==> src/rtl/mul_pkg.sv <==
// Shared definitions for the iterative shift-add multiplier.
package mul_pkg;

    // Control states: waiting for a request, iterating, presenting the result.
    typedef enum logic [1:0] {
        IDLE = 2'd0,
        RUN  = 2'd1,
        DONE = 2'd2
    } mul_state_t;

    // Default operand/result width; also the number of RUN iterations.
    localparam int MUL_WIDTH = 32;

    // Width of the iteration counter for the default width.
    localparam int MUL_CNT_W = $clog2(MUL_WIDTH);

endpackage

==> src/rtl/iter_multiplier.sv <==
// Iterative unsigned shift-add multiplier (MUL / MLA) feeding the register
// file write port. Fixed latency: WIDTH RUN cycles followed by one DONE cycle.
module iter_multiplier
    import mul_pkg::*;
#(
    parameter int WIDTH  = MUL_WIDTH,
    parameter int ADDR_W = 4
) (
    input  logic              clk,
    input  logic              reset,
    input  logic              start,
    input  logic              accumulate,
    input  logic [WIDTH-1:0]  op_a,
    input  logic [WIDTH-1:0]  op_b,
    input  logic [WIDTH-1:0]  acc_in,
    input  logic [ADDR_W-1:0] dest_addr,
    output logic              busy,
    output logic              done,
    output logic              wr_en,
    output logic [ADDR_W-1:0] wr_addr,
    output logic [WIDTH-1:0]  result,
    output logic              flag_n,
    output logic              flag_z
);

    localparam int CNT_W = (WIDTH > 1) ? $clog2(WIDTH) : 1;

    mul_state_t       state;
    mul_state_t       state_next;

    logic [WIDTH-1:0] mcand;
    logic [WIDTH-1:0] mplier;
    logic [WIDTH-1:0] product;
    logic [CNT_W-1:0] count;

    logic             last_iter;
    logic [WIDTH-1:0] product_step;

    // The final iteration is the one where the counter sits at WIDTH-1.
    assign last_iter    = (count == CNT_W'(WIDTH - 1));

    // One shift-add step: add the shifted multiplicand when the current
    // multiplier bit is set; the carry out of the top bit is discarded.
    assign product_step = mplier[0] ? (product + mcand) : product;

    // State register.
    always_ff @(posedge clk) begin
        // NOTE: sequential state is always assigned with <= so every register
        // samples pre-edge values, independent of statement order.
        if (reset) begin
            state <= IDLE;
        end else begin
            state <= state_next;
        end
    end

    // Next-state decode and handshake outputs.
    always_comb begin
        // NOTE: every output of this block gets a default first, so no path
        // through the case leaves a signal unassigned and infers a latch.
        state_next = state;
        busy       = 1'b0;
        done       = 1'b0;
        unique case (state)
            IDLE: begin
                if (start) begin
                    state_next = RUN;
                end
            end
            RUN: begin
                busy = 1'b1;
                if (last_iter) begin
                    state_next = DONE;
                end
            end
            DONE: begin
                busy       = 1'b1;
                done       = 1'b1;
                state_next = IDLE;
            end
            default: begin
                state_next = IDLE;
            end
        endcase
    end

    // The register file write strobe is exactly the completion pulse.
    assign wr_en = done;

    // Operand capture, shift-add datapath and result/flag registers.
    always_ff @(posedge clk) begin
        if (reset) begin
            mcand   <= '0;
            mplier  <= '0;
            product <= '0;
            count   <= '0;
            result  <= '0;
            wr_addr <= '0;
            flag_n  <= 1'b0;
            flag_z  <= 1'b0;
        end else begin
            unique case (state)
                IDLE: begin
                    // Operands are captured only on the accepting edge, so the
                    // read ports are free to change for the rest of the run.
                    if (start) begin
                        mcand   <= op_a;
                        mplier  <= op_b;
                        wr_addr <= dest_addr;
                        product <= accumulate ? acc_in : '0;
                        count   <= '0;
                    end
                end
                RUN: begin
                    product <= product_step;
                    mcand   <= mcand << 1;
                    mplier  <= mplier >> 1;
                    count   <= count + CNT_W'(1);
                    // Publish the finished product on the edge entering DONE so
                    // it is already valid while done/wr_en are high.
                    if (last_iter) begin
                        result <= product_step;
                        flag_n <= product_step[WIDTH-1];
                        flag_z <= (product_step == '0);
                    end
                end
                default: begin
                    // DONE: everything holds; control returns to IDLE.
                end
            endcase
        end
    end

endmodule

==> config.mk <==
export PLATFORM = sky130hd
export DESIGN_NAME = iter_multiplier
export DESIGN_NICKNAME = d
export VERILOG_FILES = /design/src/rtl/mul_pkg.sv /design/src/rtl/iter_multiplier.sv
export SDC_FILE = /design/constraint.sdc
export NUM_CORES = 1
export LEC_CHECK = 0
export CORE_MARGIN = 1.5
export CORE_UTILIZATION = 55
export CTS_BUF_LIST = sky130_fd_sc_hd__clkbuf_4 sky130_fd_sc_hd__clkbuf_8
export DETAILED_ROUTE_END_ITERATION = 8
export MAX_ROUTING_LAYER = met4
export PLACE_DENSITY = 0.92
export SLEW_MARGIN = 0
export SYNTH_ARGS = -nofsm -noshare
export SYNTH_HDL_FRONTEND = slang
export SYNTH_SLANG_ARGS = --single-unit
==> constraint.sdc <==
create_clock -name clk -period 4.7 [get_ports clk]
set_input_delay 0.705 -clock clk [delete_from_list [all_inputs] [get_ports clk]]
set_output_delay 0.705 -clock clk [all_outputs]
set_load 0.02 [all_outputs]
# Yosys cells after proc, flatten, opt, wreduce, memory -nomap -nowiden
# Index checks and enable logic that the tools add are counted.
[word_totals]
register_bits = 141
wordCells = 39
output_inout_bits = 41
[op_classes]
reduce_logical = 8
eq_ne = 5
mux = 15
add_sub_neg = 2
[ops]
columns = ["cell", "count"]
rows = [
  ["32-bit one-hot mux with 2 select lines", 3],
  ["32-bit 2-to-1 mux", 5],
  ["32-bit adder", 1],
  ["32-bit logical NOT", 1],
  ["5-bit one-hot mux with 2 select lines", 1],
  ["2-bit AND reduction", 4],
  ["5-bit by 1-bit adder with 5-bit output, second input constant", 1],
  ["5-bit == test, second input constant", 1],
  ["5-bit 2-to-1 mux", 1],
  ["2-bit 2-to-1 mux", 2],
  ["2-bit inequality test, second input constant", 2],
  ["2-bit one-hot mux with 2 select lines", 1],
  ["2-bit by 1-bit == test with 1-bit output, second input constant", 1],
  ["2-bit == test, second input constant", 1],
  ["2-bit logical NOT", 1],
  ["1-bit 2-to-1 mux", 2],
  ["2-bit nonzero test", 1],
  ["2-bit OR reduction", 1],
]

# Longest topological paths before layout
# Gate-level depths: netlist of the first run.
[logic_depth]
depth_word = 3
depth_mapped = 12
mapped_depth_nobuf = 12

# Worst setup path before layout of the first run
# Ideal clock, no wire load.
[synth_path]
kind = "register to register"
from = "reg mcand[0]"
to = "reg flag_z"
stages_incl_launch_ff = 13
path_slack_ns = 1.739
arrival_time_ns = 2.903
period_less_slack_ns = 2.961
path_cell_list = "dfxtp_1 -> ha_1 -> fa_1 -> a211oi_2 -> o211ai_2 -> a31oi_1 -> o221ai_2 -> a31oi_2 -> or4_1 -> a21oi_1 -> a211o_1 -> nor4_2 -> a31o_1"
[synth_via]
elab_chain_cells = 3
[synth_rtl]
columns = ["item", "line", "text"]
rows = [
  ["start, declared", "iter_multiplier.sv:31", "logic [WIDTH-1:0] mcand;"],
  ["start signal, assigned", "iter_multiplier.sv:107", "mcand <= op_a;"],
  ["start signal, assigned", "iter_multiplier.sv:116", "mcand <= mcand << 1;"],
  ["32-bit adder", "iter_multiplier.sv:44", "assign product_step = mplier[0] ? (product + mcand) : product;"],
  ["32-bit 2-to-1 mux", "iter_multiplier.sv:44", ""],
  ["32-bit logical NOT", "iter_multiplier.sv:124", "flag_z <= (product_step == '0);"],
  ["end signal, assigned", "iter_multiplier.sv:124", ""],
  ["end, declared", "iter_multiplier.sv:23", "output logic flag_z"],
]
# Every way passes these cells.
# A chain may end at the register's enable or synchronous reset.

# Worst setup path in the final report of the first run
# Same ends and word-level chain as after synthesis.

==> impl_metrics.py, run 1 <==
metrics = {
    "outcome": {
        "run_status": "completed",
    },
    "global_routing": {
        "grt.total_usage_pct": 32.2,
        "grt_first_pass_wirelength_mm": 40.1,
        "globalRouteOverflowTotal": 0,
        "first_global_vias": 8047,
        "antenna_found_initial": 0,
        "grt_max_degree": 78,
    },
    "synthesis": {
        "synthFlopType": "dfxtp_1",
        "ys_seq_area_share_pct": 34.1,
        "syn_inst": 997,
        "yosysWarnings": 0,
        "synth-seq-cells": 140,
        "syn_avg_cell_area_sq_um": 8.24,
        "synthesis.nets": 1138,
        "synthArstFlopShare_pct": 0,
        "synth_cell_types": 76,
        "synth_edf_count": 0,
        "synthesis.area_sq_um": 8210,
    },
    "routing": {
        "avgViaCountPerCell": 6.41,
        "wl_per_cell_microns": 18.8,
        "vias": 8250,
        "drt_iter0_markers": 880,
        "antenna_left": 0,
        "drt_pass1_iterations": 5,
        "wirelength_mm": 24.2,
        "drc": 0,
    },
    "clock_network": {
        "cts-resized-gates": 0,
        "cts_num_sinks": 140,
        "post_cts_buffers": 0,
        "clock_latency_ps": 470,
        "clk_path_buf_depth": 2,
        "cts_buffers": 17,
        "postCtsHoldBufs": 0,
        "cts-root-buf": "clkbuf_8",
        "clkTransAtPathRegs_ps": 80,
        "htree_levels": 4,
        "cts_tree": "done",
    },
    "worst_setup_path": {
        "cp_data_required_time_ps": 5100,
        "critPathMaxFanout": 4,
        "path_class": "flip-flop to flip-flop",
        "start_kind": "flip-flop",
        "endpoint_kind": "flip-flop",
        "crit_arrival_ps": 3730,
        "critPathSlowestCell": "fa_1",
        "slowest_delay_ps": 440,
        "crit_chain": "ha_1 > fa_1 > a211oi_2 > o211ai_2 > a31oi_1 > o221ai_2 > a31oi_2 > or4_1 > a21oi_1 > a211o_1 > nor4_2 > a31o_1",
    },
    "timing": {
        "hold_viol_final": 0,
        "setup_viol": 0,
        "whs_ps": 458,
        "skew_ps": 13.4,
        "fmax_ghz": 0.301,
        "report.final.slew_viol_count": 0,
        "tns_ps": 0,
        "maxSlewHeadroom_pct": 38.3,
        "fin_crit_ps": 3320,
        "worst_pin_slew_ps": 924,
        "rsz0062_at_grt": "no",
        "fin_crit_sh_pct": 70.7,
    },
    "pwr": {
        "power_frac_comb_pct": 29.1,
        "swShare_pct": 33.3,
        "p_sw_w": 0.00113,
        "ir_worst_vdd_uv": 245,
        "p_per_area_nw_per_um2": 335,
        "seq_power_share_pct": 40.4,
        "p_int_w": 0.00226,
        "total_leakage_power_nw": 3.75,
        "clockPowerShare_pct": 30.5,
    },
    "place": {
        "routabilityCongestion": 1.02,
        "placed_cell_area_sq_um": 9710,
        "hpwl_mm": 17.0,
        "io_buffers": 144,
    },
    "worst_hold_path": {
        "hold_class": "flip-flop to flip-flop",
    },
    "floorplan": {
        "die-area_sq_um": 15700,
        "rows": 44,
        "initial_core_util_pct": 56.5,
        "dieWidth_microns": 125,
        "fp.coreArea_sq_um": 14500,
        "die_h_microns": 125,
        "pin_count": 145,
    },
    "run": {
        "max_cap_violations": 0,
    },
    "cells_and_area": {
        "final_common_cell": "nor2_1",
        "fin_area_sq_um": 10100,
        "area_delta_synth_final_pct": 23.4,
        "layout_common_cells": "157 x nor2_1, 143 x clkdlybuf4s50_1, 139 x dfxtp_1, 99 x a211oi_1, 67 x mux2i_1",
        "n_antenna_cell": 0,
        "drive_above_1_share_pct": 7.34,
        "fin_nets": 1232,
    },
}
-- power by group through the flow --
stage / Clock (W) / Combinational, W / Sequential (W)
2_1_floorplan: 0 / 0.000694 / 0.00137
3_3_place_gp: 0 / 0.000946 / 0.00139
3_5_place_dp: 0 / 0.000963 / 0.00140
4_1_cts: 0.00105 / 0.000971 / 0.00137
5_1_grt: 0.00110 / 0.00108 / 0.00138
6_report: 0.00104 / 0.000986 / 0.00137
-- path summary, 6_finish.rpt --
path                            from                      end  slack [ps]  depth (start not counted)
max            mcand[0]$_SDFFE_PP0P_      flag_z$_SDFFE_PP0P_        1380                         12
min          wr_addr[1]$_SDFFE_PP0P_  wr_addr[1]$_SDFFE_PP0P_         460                          2
min reg2reg  wr_addr[1]$_SDFFE_PP0P_  wr_addr[1]$_SDFFE_PP0P_         460                          2
max reg2reg    mcand[0]$_SDFFE_PP0P_      flag_z$_SDFFE_PP0P_        1380                         12
-- synthesized netlist by cell type (all sizes together), types with 3 or more instances --
| master | instances | area [sq um] |
|---|---|---|
| nor2 | 159 | 599 |
| dfxtp | 140 | 2800 |
| a211oi | 102 | 781 |
| mux2i | 67 | 671 |
| nand2 | 65 | 246 |
| clkbuf | 64 | 240 |
| a21oi | 58 | 298 |
| ha | 36 | 450 |
| nor3 | 35 | 175 |
| o21ai | 28 | 140 |
| a221oi | 19 | 179 |
| inv | 19 | 71.3 |
| nand3 | 18 | 90.1 |
| buf | 16 | 81.3 |
| nand4 | 16 | 100 |
| xnor2 | 11 | 96.3 |
| a31oi | 10 | 68.8 |
| a21o | 8 | 60.1 |
| o21a | 8 | 61.3 |
| a2bb2oi | 7 | 61.3 |
| nor2b | 7 | 43.8 |
| o211ai | 7 | 67.6 |
| or4 | 7 | 56.3 |
| mux2 | 6 | 67.6 |
| nand2b | 6 | 37.5 |
| o2111ai | 6 | 52.6 |
| a221o | 4 | 40.0 |
| and2 | 4 | 27.5 |
| and3 | 4 | 25.0 |
| nor4 | 4 | 37.5 |
| o221ai | 4 | 41.3 |
| or3 | 4 | 25.0 |
| a21boi | 3 | 22.5 |
| o211a | 3 | 30.0 |
| o21bai | 3 | 22.5 |
| xor2 | 3 | 26.3 |
-- critical path: cells and delay by family, from the launching register on --
family | cells | cell delay (ps)
compound gates | 8 | 1850
fa+ha+maj | 2 | 680
flops | 1 | 340
simple gates | 2 | 400
-- cells by family after synthesis --
logic type / count (synthesis) / synth area share, %
muxes: 73 / 8.99
xor gates and xnor gates: 14 / 1.49
buffers and inverters: 101 / 4.87
and+or+nand+nor: 343 / 19.2
adders and majority gates: 37 / 5.73
AOI/OAI and AO/OA: 289 / 25.6
DFF: 140 / 34.1
-- state kept, by name, indices dropped and copies added (netlist names) --
name and cells:
result 32, product 32, mcand 32, mplier 32, count 5, wr_addr 4
state 2, flag_z 1
-- per-stage QoR --
| step | setup WS, ps | cells | util (%) | total power [W] |
|---|---|---|---|---|
| after floorplan | 1740 | 997 | - | 0.00206 |
| after global placement | 1470 | 1256 | 66.8 | 0.00233 |
| after detailed placement | 1470 | 1256 | 66.8 | 0.00236 |
| after CTS | 1420 | 1288 | 69.7 | 0.00339 |
| after global routing | 1170 | 1288 | 69.7 | 0.00356 |
| final | 1380 | 1288 | 69.7 | 0.00339 |
-- cell type report --
type                    instances  area, sq um
repair buffers                155         1550
well taps                     184          230
inverters                      21         78.8
flip-flops and latches        140         2800
multi-input cells             756         5050
clock inverters                11          143
clock buffers                  21          277
fillers                      1137         4400
-- per-layer routing --
layer | global-route usage (%) | routed length (microns)
met5 | - | 0
met3 | 8.22 | 1960
met2 | 50.0 | 11300
met1 | 39.9 | 10200
met4 | 13.6 | 783
Power figures use the tool's default switching activity.
==> run 2, diff against run 1 <==
==> constraint.sdc (replaced) <==
create_clock -name clk -period 3.2 [get_ports clk]
set_input_delay 0.48 -clock clk [delete_from_list [all_inputs] [get_ports clk]]
set_output_delay 0.48 -clock clk [all_outputs]
set_load 0.02 [all_outputs]
==> impl_metrics.py, run 2 (synthesis gave the netlist of run 1 again) <==
metrics = {
    "timing": {
        "report.final.slew_viol_count": 0,
        "skew_ps": 14.3,
        "rsz0062_at_grt": "yes",
        "setup_slack_ps": 119,
        "fin_crit_sh_pct": 96.3,
        "tns_ps": 0,
        "setup_viol": 0,
        "whs_ps": 456,
        "maxSlewHeadroom_pct": 55.1,
        "worst_pin_slew_ps": 670,
        "fmax_ghz": 0.325,
        "fin_crit_ps": 3080,
        "hold_viol_final": 0,
    },
    "worst_setup_path": {
        "crit_arrival_ps": 3490,
        "path_class": "flip-flop to flip-flop",
        "crit_chain": "ha_1 > fa_2 > a211oi_2 > o211ai_2 > a31oi_2 > o221ai_2 > a31oi_4 > or4_1 > a21oi_2 > a211o_1 > nor4_2 > a31o_1",
        "critPathSlowestCell": "fa_2",
        "critPathMaxFanout": 3,
        "endpoint_kind": "flip-flop",
        "startpoint": "mcand[0]$_SDFFE_PP0P_",
        "slowest_delay_ps": 380,
        "cp_data_required_time_ps": 3610,
        "start_kind": "flip-flop",
        "worstReg2RegStart": "mcand[0]$_SDFFE_PP0P_",
    },
    "global_routing": {
        "grt_max_degree": 141,
        "first_global_vias": 7862,
        "globalRouteOverflowTotal": 0,
        "grt.total_usage_pct": 32.0,
        "antenna_found_initial": 0,
        "grt_first_pass_wirelength_mm": 39.6,
    },
    "cells_and_area": {
        "area_delta_synth_final_pct": 25.9,
        "fillCellCount": 1161,
        "n_antenna_cell": 0,
        "layout_common_cells": "157 x nor2_1, 143 x clkdlybuf4s50_1, 139 x dfxtp_1, 99 x a211oi_1, 67 x mux2i_1",
        "fin_nets": 1252,
        "multi_input_area_sq_um": 5150,
        "drive_above_1_share_pct": 10.3,
        "regArea_sq_um": 2800,
        "final_common_cell": "nor2_1",
    },
    "routing": {
        "wl_met1_mm": 10.3,
        "drt_iter0_markers": 863,
        "route.met2.wl_mm": 11.3,
        "avgViaCountPerCell": 6.33,
        "antenna_left": 0,
        "highest_layer": "met4",
        "drc": 0,
        "drt_pass1_iterations": 6,
        "wl_per_cell_microns": 18.8,
        "wirelength_mm": 24.6,
        "vias": 8280,
        "met3_length_mm": 1.95,
    },
    "pwr": {
        "p_per_area_nw_per_um2": 479,
        "power_w": 0.00495,
        "ir_worst_vdd_uv": 435,
        "total_leakage_power_nw": 3.83,
    },
    "floorplan": {
        "dieWidth_microns": 125,
        "pin_count": 145,
        "die-area_sq_um": 15700,
        "initial_core_util_pct": 56.5,
        "rows": 44,
        "die_h_microns": 125,
        "fp.coreArea_sq_um": 14500,
    },
    "clock_network": {
        "clock_latency_ps": 480,
        "cts_tree": "done",
        "clk_path_buf_depth": 2,
        "cts_buffers": 17,
        "clkTransAtPathRegs_ps": 80,
        "cts-root-buf": "clkbuf_8",
        "cts_num_sinks": 140,
        "htree_levels": 4,
    },
    "place": {
        "hpwl_mm": 17.0,
        "io_buffers": 144,
        "pre_cts_ws_ps": -23.2,
        "routabilityCongestion": 0.948,
    },
    "outcome": {
        "run_status": "completed",
    },
    "worst_hold_path": {
        "hold_class": "flip-flop to flip-flop",
        "worst_hold_startpoint": "wr_addr[1]$_SDFFE_PP0P_",
    },
    "run": {
        "max_cap_violations": 0,
    },
}
[run 2: repair_timing]
action / CTS / global route
hold buffers: 0 / 0
buffers inserted: 0 / 1
resized for setup: 1 / 20
pin swaps: 0 / 3
setup endpoints to repair: 1 / 5
hold endpoints to repair: 0 / 0
[run 2: power by group]
group	switching, W	leakage (nW)	internal, W
clock network	0.000730	0.193	0.000668
registers	0.000126	1.15	0.00189
logic	0.000874	2.49	0.000666
[run 2: routing by layer]
metal / GRT usage, % / vias to the layer above
met5: - / -
met4: 14.7 / 0
met3: 8.09 / 82
met2: 50.2 / 358
met1: 38.8 / 3889
li1: - / 3951
[run 2: critical path: cells and delay by family, from the launching register on]
family / cells / cell delay (ps)
DFF: 1 / 330
adders and majority gates: 2 / 600
AOI/OAI and AO/OA: 8 / 1680
and+or+nand+nor: 2 / 410
[run 2: path summary, 6_finish.rpt]
check                             to  slack [ps]  cells past startpoint
max              flag_z$_SDFFE_PP0P_         120                     12
min          wr_addr[1]$_SDFFE_PP0P_         460                      2
max reg2reg      flag_z$_SDFFE_PP0P_         120                     12
min reg2reg  wr_addr[1]$_SDFFE_PP0P_         460                      2
[run 2: final cells by class]
| class | count | share of cell area (%) |
|---|---|---|
| Inverter | 21 | 0.762 |
| Sequential cell | 140 | 27.1 |
| Tap cell | 184 | 2.23 |
| Clock inverter | 12 | 1.09 |
| Clock buffer | 20 | 2.60 |
| Timing Repair Buffer | 175 | 16.4 |
| Multi-Input combinational cell | 756 | 49.8 |
[run 2: through the flow]
| stage | cell area (sq um) | instances | utilization (%) |
|---|---|---|---|
| floorplan | 8210 | 997 | - |
| global placement | 9850 | 1275 | 67.8 |
| detailed placement | 9850 | 1275 | 67.8 |
| CTS | 10200 | 1307 | 70.4 |
| global route | 10300 | 1308 | 71.2 |
| finish | 10300 | 1308 | 71.2 |
==> run 3, diff against run 2 <==
--- a/config.mk
+++ b/config.mk
@@ -5,7 +5,8 @@
 export SDC_FILE = /design/constraint.sdc
 export NUM_CORES = 1
 export LEC_CHECK = 0
-export CORE_MARGIN = 1.5
+export CAP_MARGIN = 40
+export CORE_MARGIN = 4
 export CORE_UTILIZATION = 55
 export CTS_BUF_LIST = sky130_fd_sc_hd__clkbuf_4 sky130_fd_sc_hd__clkbuf_8
 export DETAILED_ROUTE_END_ITERATION = 8
==> impl_metrics.py, run 3 (synthesis gave the netlist of run 1 again) <==
metrics = {
    "clock_network": {
        "clk_path_buf_depth": 2,
        "cts_tree": "done",
        "cts-root-buf": "clkbuf_8",
        "htree_levels": 4,
        "clock_latency_ps": 470,
        "clkTransAtPathRegs_ps": 80,
        "cts_buffers": 17,
        "cts_num_sinks": 140,
    },
    "timing": {
        "fin_crit_sh_pct": 96.4,
        "tns_ps": 0,
        "fin_crit_ps": 3090,
        "rsz0062_at_grt": "yes",
        "fmax_ghz": 0.324,
        "whs_ps": 457,
        "setup_slack_ps": 114,
        "hold_viol_final": 0,
        "skew_ps": 16.3,
        "maxSlewHeadroom_pct": 37.5,
        "worst_pin_slew_ps": 937,
        "report.final.slew_viol_count": 0,
        "setup_viol": 0,
    },
    "place": {
        "io_buffers": 144,
        "routabilityCongestion": 0.977,
        "hpwl_mm": 18.0,
        "pre_cts_ws_ps": 54.0,
    },
    "outcome": {
        "run_status": "completed",
    },
    "floorplan": {
        "rows": 44,
        "die_h_microns": 130,
        "initial_core_util_pct": 56.3,
        "dieWidth_microns": 130,
        "pin_count": 145,
        "fp.coreArea_sq_um": 14600,
        "die-area_sq_um": 17000,
    },
    "cells_and_area": {
        "finish.utilization_pct": 72.3,
        "drive_above_1_share_pct": 11.3,
        "final_common_cell": "nor2_1",
        "layout_common_cells": "157 x nor2_1, 143 x clkdlybuf4s50_1, 139 x dfxtp_1, 98 x a211oi_1, 67 x mux2i_1",
        "area_delta_synth_final_pct": 28.4,
        "fin_nets": 1270,
        "n_antenna_cell": 0,
    },
    "run": {
        "max_cap_violations": 0,
    },
    "global_routing": {
        "grt_first_pass_wirelength_mm": 39.3,
        "globalRouteOverflowTotal": 0,
        "antenna_found_initial": 0,
        "grt_max_degree": 63,
        "grt.total_usage_pct": 30.0,
        "first_global_vias": 7921,
    },
    "routing": {
        "antenna_left": 0,
        "vias": 8361,
        "drc": 0,
        "wl_per_cell_microns": 19.0,
        "wirelength_mm": 25.2,
        "avgViaCountPerCell": 6.31,
        "drt_pass1_iterations": 6,
        "drt_iter0_markers": 761,
    },
    "pwr": {
        "swShare_pct": 33.9,
        "seq_power_share_pct": 39.2,
        "ir_worst_vdd_uv": 373,
        "p_int_w": 0.00340,
        "p_per_area_nw_per_um2": 488,
        "clockPowerShare_pct": 30.0,
        "power_frac_comb_pct": 30.8,
        "total_leakage_power_nw": 3.97,
        "p_sw_w": 0.00174,
    },
    "worst_setup_path": {
        "crit_top_cell": "a21oi_1",
        "crit_arrival_ps": 3510,
        "crit_chain": "ha_1 > fa_1 > buf_4 > xnor2_1 > a21oi_1 > or4_1 > a21oi_1 > nand4_1 > nor4b_1 > nand4b_1 > nor4_2 > a31o_1",
        "endpoint_kind": "flip-flop",
        "path_class": "flip-flop to flip-flop",
        "critPathSlowestCell": "or4_1",
        "critPathMaxFanout": 3,
        "slowest_delay_ps": 540,
        "cp_data_required_time_ps": 3620,
        "start_kind": "flip-flop",
    },
    "worst_hold_path": {
        "hold_class": "flip-flop to flip-flop",
    },
}
-- run 3: stage by stage --
stage                     total power, W  cells  area (sq um)
after floorplan                  0.00303    997          8210
after global placement           0.00353   1290         10000
after global routing             0.00537   1325         10500
final                            0.00514   1325         10500
after CTS                        0.00510   1322         10400
after detailed placement         0.00357   1291         10000
-- run 3: final timing paths --
kind / start / end / slack (ps) / cells past startpoint
worst max register to register: product[0]$_SDFFE_PP0P_ / flag_z$_SDFFE_PP0P_ / 110 / 12
worst min register to register: result[17]$_SDFFE_PP0P_ / result[17]$_SDFFE_PP0P_ / 460 / 2
worst max-delay path: product[0]$_SDFFE_PP0P_ / flag_z$_SDFFE_PP0P_ / 110 / 12
worst min-delay path: result[17]$_SDFFE_PP0P_ / result[17]$_SDFFE_PP0P_ / 460 / 2
-- run 3: cell type report --
type                       instances  area (sq um)
clock buffer                      19           255
clock inverter                    12           164
fill                            1071          4040
inverter                          21          78.8
multi-input combinational        756          5130
sequential                       140          2800
tap                              184           230
timing repair buffer             193          1890
-- run 3: timing repair --
action	4_1_cts	5_1_grt
gates resized for setup	0	16
endpoints found under the setup margin	0	7
hold buffers	0	0
buffers inserted	0	3
-- run 3: critical path: cells and delay by family, from the launching register on --
kind / cells / cell delay [ps]
AOI/OAI and AO/OA: 3 / 410
xor gates and xnor gates: 1 / 130
adders and majority gates: 2 / 620
buffers and inverters: 1 / 160
DFF: 1 / 340
and+or+nand+nor: 5 / 1380
-- run 3: per-layer routing --
metal	routed length (microns)	track usage (%)	vias to the layer above
li1	-	-	3976
met1	10400	37.3	3911
met2	11900	47.9	423
met3	2330	7.12	51
met4	552	10.1	0
met5	0	-	-
-- run 3: power groups by stage --
stage          Sequential, W  Clock [W]  Combinational (W)
2_1_floorplan        0.00201          0            0.00102
3_3_place_gp         0.00204          0            0.00149
3_5_place_dp         0.00205          0            0.00152
4_1_cts              0.00201    0.00156            0.00153
5_1_grt              0.00203    0.00162            0.00172
6_report             0.00202    0.00154            0.00159
